$ cat config.mk
export PLATFORM = sky130hd
export DESIGN_NAME = szcv_flag_unit
export DESIGN_NICKNAME = d
export VERILOG_FILES = /design/src/rtl/szcv_flag_unit_pkg.sv /design/src/rtl/szcv_flag_unit_calc.sv /design/src/rtl/szcv_flag_unit.sv
export SDC_FILE = /design/constraint.sdc
export NUM_CORES = 1
export LEC_CHECK = 0
export ABC_CLOCK_PERIOD_IN_PS = 4550
export CORE_ASPECT_RATIO = 2
export CORE_UTILIZATION = 50
export DETAILED_ROUTE_END_ITERATION = 16
export GPL_TIMING_DRIVEN = 0
export PLACE_DENSITY = 0.83
export SYNTH_ARGS = -nofsm -noshare
export SYNTH_HDL_FRONTEND = slang
export SYNTH_HIERARCHICAL = 1
export SYNTH_SLANG_ARGS = --single-unit
$ cat constraint.sdc
create_clock -name clk -period 4.55 [get_ports clk]
set_input_delay 0.6825 -clock clk [delete_from_list [all_inputs] [get_ports clk]]
set_output_delay 0.6825 -clock clk [all_outputs]
set_load 0.02 [all_outputs]
$ cat src/rtl/szcv_flag_unit_pkg.sv
// Shared definitions for the SZCV condition-code producer: flag-op encodings,
// flag bit positions and the default datapath width.
package szcv_flag_unit_pkg;

   localparam int W_DEFAULT = 16;

   localparam int FLAG_S = 3;
   localparam int FLAG_Z = 2;
   localparam int FLAG_C = 1;
   localparam int FLAG_V = 0;

   typedef enum logic [2:0] {
      FOP_NONE  = 3'b000,
      FOP_ADD   = 3'b001,
      FOP_SUB   = 3'b010,
      FOP_CMP   = 3'b011,
      FOP_LOGIC = 3'b100,
      FOP_SHIFT = 3'b101,
      FOP_RSV6  = 3'b110,
      FOP_RSV7  = 3'b111
   } flag_op_e;

   // True for the op classes that write the flag register.
   function automatic logic op_sets_flags(input logic [2:0] op);
      logic sets;
      case (op)
         FOP_ADD, FOP_SUB, FOP_CMP, FOP_LOGIC, FOP_SHIFT: sets = 1'b1;
         default:                                         sets = 1'b0;
      endcase
      return sets;
   endfunction

endpackage

$ cat src/rtl/szcv_flag_unit_calc.sv
// Pure combinational S/Z/C/V derivation for one execute-stage flag operation.
// Arithmetic ops recompute the result from the operands; LOGIC/SHIFT use alu_res.
module szcv_flag_unit_calc
   import szcv_flag_unit_pkg::*;
#(
   parameter int W = W_DEFAULT
) (
   input  logic [2:0]   flag_op,
   input  logic [W-1:0] op_a,
   input  logic [W-1:0] op_b,
   input  logic [W-1:0] alu_res,
   input  logic         shift_c,
   output logic [3:0]   flags,
   output logic         sets_flags
);

   logic [W:0] sum;
   logic [W:0] diff;
   logic       a_msb;
   logic       b_msb;

   assign a_msb = op_a[W-1];
   assign b_msb = op_b[W-1];

   // Zero-extended W+1 bit arithmetic: sum[W] is carry-out, diff[W] is borrow (a < b).
   assign sum  = {1'b0, op_a} + {1'b0, op_b};
   assign diff = {1'b0, op_a} - {1'b0, op_b};

   assign sets_flags = op_sets_flags(flag_op);

   always_comb begin
      flags = 4'b0000;
      case (flag_op)
         FOP_ADD: begin
            flags[FLAG_S] = sum[W-1];
            flags[FLAG_Z] = (sum[W-1:0] == '0);
            flags[FLAG_C] = sum[W];
            flags[FLAG_V] = (a_msb == b_msb) & (sum[W-1] != a_msb);
         end
         FOP_SUB, FOP_CMP: begin
            flags[FLAG_S] = diff[W-1];
            flags[FLAG_Z] = (diff[W-1:0] == '0);
            flags[FLAG_C] = diff[W];
            flags[FLAG_V] = (a_msb != b_msb) & (diff[W-1] != a_msb);
         end
         FOP_LOGIC: begin
            flags[FLAG_S] = alu_res[W-1];
            flags[FLAG_Z] = (alu_res == '0);
         end
         FOP_SHIFT: begin
            flags[FLAG_S] = alu_res[W-1];
            flags[FLAG_Z] = (alu_res == '0);
            flags[FLAG_C] = shift_c;
         end
         default: flags = 4'b0000;
      endcase
   end

endmodule

$ cat src/rtl/szcv_flag_unit.sv
// Architectural SZCV flag register with zero-cycle bypass and a one-deep
// shadow copy used across interrupt entry/return.
module szcv_flag_unit
   import szcv_flag_unit_pkg::*;
#(
   parameter int W = W_DEFAULT
) (
   input  logic         clk,
   input  logic         rst_n,
   input  logic         ex_valid,
   input  logic         stall,
   input  logic [2:0]   flag_op,
   input  logic [W-1:0] op_a,
   input  logic [W-1:0] op_b,
   input  logic [W-1:0] alu_res,
   input  logic         shift_c,
   input  logic         int_save,
   input  logic         int_restore,
   output logic [3:0]   szcv,
   output logic [3:0]   szcv_fwd,
   output logic         shadow_full,
   output logic         flag_err
);

   logic [3:0] calc_flags;
   logic       calc_sets;
   logic       upd;
   logic [3:0] new_flags;

   logic [3:0] shadow;
   logic [3:0] szcv_nxt;
   logic [3:0] shadow_nxt;
   logic       full_nxt;
   logic       err_nxt;

   szcv_flag_unit_calc #(.W(W)) u_calc (
      .flag_op    (flag_op),
      .op_a       (op_a),
      .op_b       (op_b),
      .alu_res    (alu_res),
      .shift_c    (shift_c),
      .flags      (calc_flags),
      .sets_flags (calc_sets)
   );

   assign upd       = ex_valid & ~stall & calc_sets;
   assign new_flags = upd ? calc_flags : szcv;

   // Restore outranks both the flag update and a concurrent save; stall freezes everything.
   always_comb begin
      szcv_nxt   = szcv;
      shadow_nxt = shadow;
      full_nxt   = shadow_full;
      err_nxt    = flag_err;
      if (!stall) begin
         if (int_restore) begin
            if (shadow_full) begin
               szcv_nxt = shadow;
               full_nxt = 1'b0;
            end else begin
               err_nxt = 1'b1;
            end
            if (int_save) err_nxt = 1'b1;
         end else begin
            szcv_nxt = new_flags;
            if (int_save) begin
               if (!shadow_full) begin
                  shadow_nxt = new_flags;
                  full_nxt   = 1'b1;
               end else begin
                  err_nxt = 1'b1;
               end
            end
         end
      end
   end

   assign szcv_fwd = szcv_nxt;

   always_ff @(posedge clk or negedge rst_n) begin
      if (!rst_n) begin
         szcv        <= 4'b0000;
         shadow      <= 4'b0000;
         shadow_full <= 1'b0;
         flag_err    <= 1'b0;
      end else begin
         szcv        <= szcv_nxt;
         shadow      <= shadow_nxt;
         shadow_full <= full_nxt;
         flag_err    <= err_nxt;
      end
   end

endmodule

==> out/results.tsv <==
stage	metric	value	unit
global_route	grt_max_degree	11	
floorplanning	boundaryPins	68	
floorplanning	die_w	51.5	um
final_layout	final_cell_area	0.00401	mm^2
routing	ant_nets	0	
hold_path	min_to	flag_err	
final_layout	layout_common_cells	clkdlybuf4s50_1, nor2_1, buf_4	
clock_tree	h-tree-depth	1	
yosys	syn-num-nets	433	
critical_path	cp-start-kind	input pin	
yosys	async_reset_ff_share	100	%
yosys	netlist_area	0.00245	mm^2
final_layout	fill_cells	230	
sta	setup_violations	1	
sta	max_slew_margin	67.5	%
sta	tightest_slew	0.486	ns
floorplanning	core	0.00464	mm^2
global_route	antenna_found_initial	0	
outcome	status	finished with violations	
clock_tree	cts_buffer_depth	2	
clock_tree	ctsHoldBuffers	0	
hold_path	min_from	flag_err	
sta	slew_viol_final	0	
clock_tree	cts.sinks	10	
routing	post_drt_wl_per_cell	20.9	um
sta	fmax	0.217	GHz
critical_path	critPathLaunch	op_b[3]	
floorplanning	dieArea	0.00520	mm^2
run	drv_cap	0	
yosys	ys_warn_count	6	
yosys	synth_cell_types	64	
yosys	ys_seq_elements	10	
global_route	grt_pass1_wl	14.7	mm
routing	routed_wl	10.2	mm
critical_path	crit_type	input pin to primary output	
placed_design	dp_hpwl	6.43	mm
floorplanning	die_y	101	um
critical_path	path_max_fanout	10	
critical_path	worstPathArrival	3.93	ns
power_and_ir_drop	ir_worst_vdd	0.220	mV
power_and_ir_drop	power.leakage	1.76	nW
global_route	track_usage	37.8	%
critical_path	r2r_start	shadow_full	
placed_design	gp_congestion	0.887	
final_layout	post_route_cells_drive_above_1_share	30.6	%
clock_tree	cts_tree	built	
floorplanning	initial_core_util	52.8	%
placed_design	placed_area	0.00317	mm^2
hold_path	worstHoldPathType	register to register	
clock_tree	clk_pin_slew	0.05	ns
critical_path	rrSetupSlack	3.19	ns
clock_tree	cts_made_buffers	3	
placed_design	pre_cts_ws	-1.13	ns
critical_path	crit_required	3.87	ns
floorplanning	rows	35	
critical_path	reg2reg_depth	4	
placed_design	io_buffers	65	
power_and_ir_drop	p_per_area	209	mW/mm^2
routing	viasPerCell	6.69	
outcome	violations	negative setup slack	
routing	vias	3270	
routing	drt_first_iter_violations	137	
global_route	grt.overflow.total	0	
routing	drc	0	
final_layout	areaGrowthSynthToFinish	63.5	%
final_layout	n_antenna_cell	0	
clock_tree	clkLatencyLatePin	0.25	ns
yosys	synth-edff-count	0	
yosys	synth_ff_type	dfrtp_1	
final_layout	nets	526	
routing	first_pass_iters	5	
sta	fin_hold_ws	0.520	ns
sta	hold_viol_final	0	
hold_path	hold_depth	1	
yosys	ys_seq_area_share	10.2	%
sta	layout_setup_ws	-0.0628	ns
sta	fin_skew	0.00147	ns
global_route	first_global_vias	3077	
final_layout	final_common_cell	clkdlybuf4s50_1	
critical_path	worstReg2RegEnd	szcv[2]	
sta	period_share	101	%
yosys	syn_avg_cell_area	7.17	um^2
sta	fin_crit	4.61	ns
clock_tree	root_buffer	clkbuf_8	
critical_path	endpoint_kind	primary output	
yosys	synthCells	342	
synthesized netlist by cell type (all sizes together) (3+ instances only):
| library cell | number | share of area (%) |
|---|---|---|
| a211oi | 3 | 0.92 |
| xnor2 | 8 | 2.9 |
| nand3 | 10 | 2.0 |
| a2111oi | 4 | 2.7 |
| nand2b | 10 | 2.6 |
| or3 | 3 | 0.82 |
| a21o | 4 | 1.2 |
| a31oi | 6 | 1.5 |
| clkbuf | 9 | 1.4 |
| o21bai | 3 | 0.92 |
| mux2i | 11 | 4.5 |
| nor3 | 15 | 3.3 |
| nand4 | 4 | 1.0 |
| o31ai | 4 | 1.2 |
| o21ai | 16 | 3.3 |
| o2111ai | 3 | 1.1 |
| dfrtp | 10 | 10 |
| inv | 35 | 5.4 |
| ha | 32 | 16 |
| nor2 | 34 | 5.3 |
| buf | 6 | 1.8 |
| nand2 | 21 | 3.2 |
| o21a | 5 | 1.5 |
| nor4 | 7 | 1.8 |
| nor2b | 8 | 2.3 |
| or2 | 4 | 1.0 |
| a21oi | 32 | 6.5 |
timing repair:
| action | CTS | global route |
|---|---|---|
| setup buffers | 11 | 14 |
| resized for setup | 98 | 91 |
| setup endpoints to repair | 4 | 4 |
| pin swaps | 21 | 29 |
| endpoints found under the hold margin | 0 | 0 |
flip-flops by register name, indices dropped and copies added (netlist names):
| name | flops |
|---|---|
| shadow | 4 |
| szcv | 4 |
| flag_err | 1 |
| shadow_full | 1 |
cells by family after synthesis:
logic type      share of synthesized area, %
compound gates                          29.1
xor+xnor                                3.57
fa+ha+maj                               17.2
buf+inv                                 8.58
flops                                   10.2
mux                                     4.49
simple gates                            26.9
routing by layer:
layer | share of wire (%) | GRT usage (%) | vias up
li1 | - | - | 1433
met1 | 29 | 33.1 | 1514
met2 | 54 | 71.9 | 232
met3 | 7.1 | 8.45 | 91
met4 | 9.6 | 24.7 | 0
met5 | 0 | 2.22 | -
layout make-up:
class / instances / area [um^2] / share of cell area (%)
multi-input combinational: 282 / 2510 / 62.6
buffer: 13 / 136 / 3.40
sequential: 10 / 250 / 6.24
inverter: 35 / 136 / 3.40
clock buffer: 4 / 55.1 / 1.37
timing repair buffer: 90 / 851 / 21.2
tap: 55 / 68.8 / 1.72
critical path: stages:
cell             delay, ns
clkdlybuf4s50_1       0.48
inv_1                 0.08
ha_4                  0.27
nand2b_1              0.17
a21oi_2               0.17
o211ai_1              0.14
a31oi_2               0.31
nor3_1                0.11
o21ai_0               0.33
mux2i_1               0.30
nor4_2                0.08
a311o_1               0.32
mux2i_1               0.20
a211oi_2              0.11
buf_4                 0.18
per-stage QoR:
stage | setup TNS [ns] | utilization (%) | std cells | power (W)
2_1_floorplan | 0 | - | 342 | 0.000397
3_3_place_gp | -3.82 | 68.3 | 462 | 0.000548
3_5_place_dp | -4.16 | 68.3 | 462 | 0.000556
4_1_cts | -0.0237 | 77.9 | 475 | 0.000734
5_1_grt | -0.227 | 86.3 | 489 | 0.000874
6_report | -0.0628 | 86.3 | 489 | 0.000837
worst max path at each step:
stage,to,slack [ns]
2_1_floorplan,szcv_fwd[2],0.33
3_3_place_gp,szcv_fwd[2],-1.09
3_5_place_dp,szcv_fwd[2],-1.13
4_1_cts,szcv_fwd[2],-0.02
5_1_grt,szcv_fwd[2],-0.18
6_report,szcv_fwd[2],-0.06
where the power goes:
part	leakage (nW)	switching, W	internal (W)
sequential	0.109	0.0000248	0.000111
combinational	1.63	0.000312	0.000272
clock	0.0288	0.0000399	0.0000765
(Power assumes the default switching activity.)
